### src/rtl/mac8_pp_sequencer_if.sv
// Operand, result and 4x4-multiplier handshake bundle for mac8_pp_sequencer.
// The master side drives operands and returns mul_p; the slave side is the sequencer.
interface mac8_pp_sequencer_if #(
    parameter int ACC_W = 20
) ();
    logic             in_valid;
    logic             in_ready;
    logic [7:0]       a;
    logic [7:0]       b;
    logic             clear_acc;
    logic [3:0]       mul_a;
    logic [3:0]       mul_b;
    logic [7:0]       mul_p;
    logic [15:0]      prod_out;
    logic [ACC_W-1:0] acc_out;
    logic             out_valid;
    logic             overflow;

    modport master (
        output in_valid, a, b, clear_acc, mul_p,
        input  in_ready, mul_a, mul_b, prod_out, acc_out, out_valid, overflow
    );

    modport slave (
        input  in_valid, a, b, clear_acc, mul_p,
        output in_ready, mul_a, mul_b, prod_out, acc_out, out_valid, overflow
    );
endinterface

### src/rtl/mac8_pp_sequencer.sv
// Iterative 8x8 unsigned MAC: feeds four nibble pairs to an external 4x4 multiplier,
// sums the shifted partial products into a 16-bit product and accumulates it.
module mac8_pp_sequencer #(
    parameter int ACC_W = 20
) (
    input logic                 clk,
    input logic                 rst,
    mac8_pp_sequencer_if.slave  bus
);

    localparam int SUM_W = ACC_W + 1;

    localparam logic [2:0] ST_IDLE = 3'd0;
    localparam logic [2:0] ST_PP0  = 3'd1;
    localparam logic [2:0] ST_PP1  = 3'd2;
    localparam logic [2:0] ST_PP2  = 3'd3;
    localparam logic [2:0] ST_PP3  = 3'd4;
    localparam logic [2:0] ST_ACC  = 3'd5;

    logic [2:0]       state;
    logic [7:0]       a_q;
    logic [7:0]       b_q;
    logic             clr_q;
    logic [15:0]      p_q;
    logic [15:0]      prod_q;
    logic [ACC_W-1:0] acc_q;
    logic             out_valid_q;
    logic             overflow_q;

    logic [3:0]       mul_a_c;
    logic [3:0]       mul_b_c;
    logic [15:0]      pp_term;
    logic [SUM_W-1:0] acc_sum;

    // NOTE: every variable assigned here gets a default first, so no path leaves
    // it unassigned and no latch is inferred.
    always_comb begin
        mul_a_c = 4'd0;
        mul_b_c = 4'd0;
        pp_term = 16'd0;
        case (state)
            ST_PP0: begin
                mul_a_c = a_q[3:0];
                mul_b_c = b_q[3:0];
                pp_term = {8'd0, bus.mul_p};
            end
            ST_PP1: begin
                mul_a_c = a_q[3:0];
                mul_b_c = b_q[7:4];
                pp_term = {4'd0, bus.mul_p, 4'd0};
            end
            ST_PP2: begin
                mul_a_c = a_q[7:4];
                mul_b_c = b_q[3:0];
                pp_term = {4'd0, bus.mul_p, 4'd0};
            end
            ST_PP3: begin
                mul_a_c = a_q[7:4];
                mul_b_c = b_q[7:4];
                pp_term = {bus.mul_p, 8'd0};
            end
            default: ;
        endcase
    end

    // The extra top bit of the sum is the carry-out that feeds the sticky overflow.
    assign acc_sum = SUM_W'(acc_q) + SUM_W'(p_q);

    // NOTE: all state here uses non-blocking assignments so every register samples
    // the pre-edge values, independent of statement order.
    always_ff @(posedge clk) begin
        if (rst) begin
            state       <= ST_IDLE;
            a_q         <= 8'd0;
            b_q         <= 8'd0;
            clr_q       <= 1'b0;
            p_q         <= 16'd0;
            prod_q      <= 16'd0;
            acc_q       <= '0;
            out_valid_q <= 1'b0;
            overflow_q  <= 1'b0;
        end else begin
            out_valid_q <= 1'b0;
            case (state)
                ST_IDLE: begin
                    if (bus.in_valid) begin
                        a_q   <= bus.a;
                        b_q   <= bus.b;
                        clr_q <= bus.clear_acc;
                        p_q   <= 16'd0;
                        state <= ST_PP0;
                    end
                end
                ST_PP0: begin
                    p_q   <= p_q + pp_term;
                    state <= ST_PP1;
                end
                ST_PP1: begin
                    p_q   <= p_q + pp_term;
                    state <= ST_PP2;
                end
                ST_PP2: begin
                    p_q   <= p_q + pp_term;
                    state <= ST_PP3;
                end
                ST_PP3: begin
                    p_q   <= p_q + pp_term;
                    state <= ST_ACC;
                end
                ST_ACC: begin
                    prod_q      <= p_q;
                    out_valid_q <= 1'b1;
                    state       <= ST_IDLE;
                    if (clr_q) begin
                        acc_q      <= ACC_W'(p_q);
                        overflow_q <= 1'b0;
                    end else begin
                        acc_q      <= acc_sum[ACC_W-1:0];
                        overflow_q <= overflow_q | acc_sum[ACC_W];
                    end
                end
                default: state <= ST_IDLE;
            endcase
        end
    end

    assign bus.in_ready  = (state == ST_IDLE);
    assign bus.mul_a     = mul_a_c;
    assign bus.mul_b     = mul_b_c;
    assign bus.prod_out  = prod_q;
    assign bus.acc_out   = acc_q;
    assign bus.out_valid = out_valid_q;
    assign bus.overflow  = overflow_q;

endmodule

### src/flat_wrapper.sv
// flat-port wrapper written by rule: the top's interface ports become plain ports
module mac8_pp_sequencer_flat 
#(
    parameter int ACC_W = 20
)
  (clk, rst, bus_in_valid, bus_a, bus_b, bus_clear_acc, bus_mul_p, bus_in_ready, bus_mul_a, bus_mul_b, bus_prod_out, bus_acc_out, bus_out_valid, bus_overflow);
  mac8_pp_sequencer_if #(.ACC_W(ACC_W)) bus_i ();
  input logic clk;
  input logic rst;
  input wire logic [$bits(bus_i.in_valid)-1:0] bus_in_valid;
  input wire logic [$bits(bus_i.a)-1:0] bus_a;
  input wire logic [$bits(bus_i.b)-1:0] bus_b;
  input wire logic [$bits(bus_i.clear_acc)-1:0] bus_clear_acc;
  input wire logic [$bits(bus_i.mul_p)-1:0] bus_mul_p;
  output wire logic [$bits(bus_i.in_ready)-1:0] bus_in_ready;
  output wire logic [$bits(bus_i.mul_a)-1:0] bus_mul_a;
  output wire logic [$bits(bus_i.mul_b)-1:0] bus_mul_b;
  output wire logic [$bits(bus_i.prod_out)-1:0] bus_prod_out;
  output wire logic [$bits(bus_i.acc_out)-1:0] bus_acc_out;
  output wire logic [$bits(bus_i.out_valid)-1:0] bus_out_valid;
  output wire logic [$bits(bus_i.overflow)-1:0] bus_overflow;
  assign bus_i.in_valid = bus_in_valid;
  assign bus_i.a = bus_a;
  assign bus_i.b = bus_b;
  assign bus_i.clear_acc = bus_clear_acc;
  assign bus_i.mul_p = bus_mul_p;
  assign bus_in_ready = bus_i.in_ready;
  assign bus_mul_a = bus_i.mul_a;
  assign bus_mul_b = bus_i.mul_b;
  assign bus_prod_out = bus_i.prod_out;
  assign bus_acc_out = bus_i.acc_out;
  assign bus_out_valid = bus_i.out_valid;
  assign bus_overflow = bus_i.overflow;
  mac8_pp_sequencer #(.ACC_W(ACC_W)) u_core (.clk(clk), .rst(rst), .bus(bus_i));
endmodule
### config.mk
export PLATFORM = sky130hd
export DESIGN_NAME = mac8_pp_sequencer_flat
export DESIGN_NICKNAME = d
export VERILOG_FILES = /design/src/rtl/mac8_pp_sequencer_if.sv /design/src/rtl/mac8_pp_sequencer.sv /design/src/flat_wrapper.sv
export SDC_FILE = /design/constraint.sdc
export NUM_CORES = 1
export LEC_CHECK = 0
export CORE_MARGIN = 4
export CORE_UTILIZATION = 54
export DETAILED_ROUTE_END_ITERATION = 10
export GPL_TIMING_DRIVEN = 0
export HOLD_SLACK_MARGIN = 0.08
export PLACE_DENSITY = 0.83
export SYNTH_ARGS = -nofsm -noshare
export SYNTH_HDL_FRONTEND = slang
export SYNTH_SLANG_ARGS = --single-unit
### constraint.sdc
create_clock -name clk -period 3.4 [get_ports clk]
set_clock_uncertainty 0.05 [all_clocks]
set_input_delay 0.51 -clock clk [delete_from_list [all_inputs] [get_ports clk]]
set_output_delay 0.51 -clock clk [all_outputs]
set_load 0.05 [all_outputs]
==> results.py, run 1 <==
metrics = {
    "synthesis": {
        "synth_edf_count": 0,
        "synth.distinct_cells": 62,
        "async_reset_ff_share_pct": 0,
        "ys_warn_count": 0,
        "dominantRegCellSynth": "dfxtp_1",
        "synth_seq_cells": 74,
        "synth_nets": 645,
        "syn_area_um2": 4560,
        "ys_seq_area_share_pct": 32.5,
        "avgSynthCellArea_um2": 7.81,
        "synth_cells": 584,
    },
    "final_layout": {
        "fin_area_um2": 5670,
        "syn_to_final_growth_pct": 24.4,
        "utilization_pct": 69.0,
        "finalNetCount": 730,
        "num_antenna_cells": 0,
        "drive_gt1_share_pct": 4.60,
    },
    "worst_setup_path": {
        "rr_startpoint": "u_core.state[2]",
        "required_ns": 3.60,
        "cp-start-kind": "flip-flop",
        "slowest_delay_ns": 0.39,
        "cp_max_fo": 10,
        "cp.arrival_ns": 3.41,
        "critPathLaunch": "u_core.state[2]",
        "cp_num_buf_inv": 2,
        "cpLargestDelayFamily": "compound AO/OA/AOI/OAI gates",
        "cpMaxStageDelayCell": "nor3b_1",
        "path_cells": "clkbuf_2 > nor3b_1 > clkbuf_2 > a22o_1 > ha_1 > and2_1 > a21o_1 > o31a_1 > or2_1 > mux2i_1 > a41o_1",
        "crit_top_cell": "clkbuf_2",
        "critical_path_class": "flip-flop to flip-flop",
        "end_kind": "flip-flop",
    },
    "floorplan": {
        "rows": 33,
        "ioPinCount": 75,
        "die_h_um": 99.9,
        "start_util_pct": 55.5,
        "die-area_um2": 9980,
        "core_area_um2": 8220,
        "die_w_um": 99.9,
    },
    "global_routing": {
        "grt_max_degree": 14,
        "grt_overflow": 0,
        "grt_pass1_vias": 4530,
        "grt_pass1_wl_mm": 20.6,
        "grt_usage_pct": 25.2,
        "antenna_found_initial": 1,
    },
    "timing": {
        "holdWs_ns": 0.410,
        "finalCritPeriodShare_pct": 94.4,
        "slew_viol_final": 0,
        "rsz0062_at_grt": "false",
        "fmax_ghz": 0.312,
        "slew-limit-headroom_pct": 58.6,
        "tightest_slew_ns": 0.621,
        "period_minus_slack_ns": 3.21,
        "hold_viol": 0,
        "worst_slack_ns": 0.190,
        "setup_viol_count_final": 0,
    },
    "clocking": {
        "htree_levels": 3,
        "cts_buffers": 9,
        "cts_sinks": 74,
        "cts_tree": "yes",
        "cts.path.max_buffers": 2,
        "worstSkewPairLatency_ns": 0.36,
        "cts_root_buf": "clkbuf_8",
        "clkTransAtPathRegs_ns": 0.08,
    },
    "power_and_ir_drop": {
        "switchingPower_uw": 610,
        "leakagePower_nw": 2.21,
        "switching_share_pct": 28.4,
        "p_per_area_nw_per_um2": 379,
        "irDropWorstVdd_v": 0.000248,
        "power_frac_clock_pct": 38.6,
        "p_int_mw": 1.54,
        "p_comb_share_pct": 18.1,
        "p_seq_share_pct": 43.3,
        "total_power_mw": 2.15,
    },
    "place": {
        "placed_area_um2": 5430,
        "portBuffers": 74,
        "pre_cts_ws_ns": -0.00640,
        "dpl.hpwl_mm": 9.59,
        "gp_congestion": 0.944,
    },
    "drt": {
        "antenna_left": 0,
        "wl_per_cell_um": 15.9,
        "drc": 0,
        "finalWirelength_mm": 12.4,
        "routed_via_density": 5.90,
        "drtPass1Iterations": 4,
        "via_count": 4593,
        "initialDrtViolationCount": 251,
    },
    "worst_hold_path": {
        "hold_class": "flip-flop to flip-flop",
        "hold_path_startpoint": "u_core.b_q[5]",
    },
    "run": {
        "max-cap-violations": 0,
    },
    "run_status": {
        "status": "complete, no violations",
    },
}
## final cells by class
| type | instances | area (um2) |
|---|---|---|
| multi-input cells | 462 | 2880 |
| fillers | 692 | 2550 |
| flip-flops and latches | 74 | 1480 |
| repair buffers | 74 | 736 |
| plain buffers | 31 | 139 |
| well taps | 105 | 131 |
| clock buffers | 10 | 128 |
| clock inverters | 6 | 115 |
| inverters | 17 | 63.8 |
## through the flow
stage / std cells / TNS [ns]
floorplan: 584 / 0
global placement: 763 / 0
detailed placement: 763 / -0.00640
CTS: 779 / 0
global route: 779 / 0
finish: 779 / 0
## sequential cells by signal, summed over array words and instances, names as in the netlist
register,flops
u_core.bus.acc_out,20
u_core.bus.prod_out,16
u_core.p_q,16
u_core.a_q,8
u_core.b_q,8
u_core.state,3
u_core.bus.out_valid,1
u_core.bus.overflow,1
u_core.clr_q,1
## metal layers
layer  up-vias  track usage [%]  routed length, um
met4         2             10.4                269
met5         -                0                 13
met2       146             43.6               5990
met3        22             4.52                723
li1       2269                -                  -
met1      2154             30.7               5380
## logic make-up (layout without fill, tap and decap cells)
kind of cell | count (synthesis) | count (layout) | synth area share, %
buf+inv | 48 | 138 | 4.39
simple gates | 205 | 205 | 20.4
compound gates | 198 | 198 | 28.2
fa+ha+maj | 33 | 33 | 9.39
flops | 74 | 74 | 32.5
xor+xnor | 22 | 22 | 4.23
mux | 4 | 4 | 0.878
## worst paths after layout
kind,endpoint,slack (ns),cells after the start
setup / recovery,u_core.p_q[15],0.19,11
hold / removal,u_core.b_q[5],0.41,2
setup reg to reg,u_core.p_q[15],0.19,11
hold reg to reg,u_core.b_q[5],0.41,2
## cells in the mapped netlist, types with 2 or more instances
| cell type | number | share of area, % |
|---|---|---|
| xor2_1 | 7 | 1.3 |
| o21ai_1 | 7 | 0.77 |
| nand2_1 | 107 | 8.8 |
| o21bai_1 | 4 | 0.66 |
| o21ai_0 | 33 | 3.6 |
| nand3_1 | 7 | 0.77 |
| a21o_1 | 10 | 1.6 |
| a22o_1 | 13 | 2.5 |
| o211ai_1 | 2 | 0.33 |
| xnor2_1 | 15 | 2.9 |
| inv_1 | 16 | 1.3 |
| o31a_1 | 2 | 0.38 |
| nor3b_1 | 2 | 0.33 |
| mux2i_1 | 4 | 0.88 |
| clkbuf_1 | 23 | 1.9 |
| o22ai_1 | 3 | 0.41 |
| a211oi_1 | 12 | 2.0 |
| a22oi_1 | 14 | 2.3 |
| buf_4 | 2 | 0.33 |
| ha_1 | 31 | 8.5 |
| buf_2 | 4 | 0.44 |
| a21oi_1 | 66 | 7.2 |
| a2111o_1 | 2 | 0.49 |
| and3_1 | 4 | 0.55 |
| nor3_1 | 12 | 1.3 |
| o21a_1 | 5 | 0.82 |
| nor2_1 | 33 | 2.7 |
| nand4_1 | 4 | 0.55 |
| and2_1 | 14 | 1.9 |
| dfxtp_1 | 74 | 33 |
| nor2b_1 | 6 | 0.82 |
| fa_1 | 2 | 0.88 |
| a31oi_1 | 9 | 1.2 |
| or3_1 | 7 | 0.96 |
## layout by cell type (no fill, tap or decap), drive strengths merged, types with 3 or more instances in the layout
cell,instances
a211oi,12
a21o,10
a21oi,66
a22o,13
a22oi,15
a31oi,9
and2,15
and3,4
buf,8
bufinv,3
clkbuf,33
clkdlybuf4s50,70
clkinv,3
dfxtp,74
dlygate4sd2,4
ha,31
inv,16
mux2i,4
nand2,107
nand3,7
nand4,5
nor2,33
nor2b,6
nor3,12
o211ai,3
o21a,5
o21ai,41
o21bai,4
o22ai,3
or3,7
xnor2,15
xor2,7
## worst min-delay path: stages, from the launching register on
cell,delay (ns)
dfxtp_1,0.31
nand2_1,0.05
a21oi_1,0.05
## repair_timing
item                       4_1_cts  5_1_grt
buffers inserted                 0        0
setup endpoints to repair        6        2
gates resized for setup          5        2
hold buffers                     0        0
## power by group through the flow
stage	logic [mW]	clock network (mW)	registers (mW)
3_5_place_dp	0.385	0	0.949
6_report	0.388	0.829	0.930
3_3_place_gp	0.376	0	0.947
4_1_cts	0.384	0.845	0.929
5_1_grt	0.426	0.873	0.934
2_1_floorplan	0.266	0	0.943
No activity file was read; power rests on OpenSTA's default activity.
==> inputs of run 2 (changes only) <==
SLEW_MARGIN = 20   (was default)
==> results of run 2 <==
The final DEF is identical to that of run 1; final timing and power are the same.
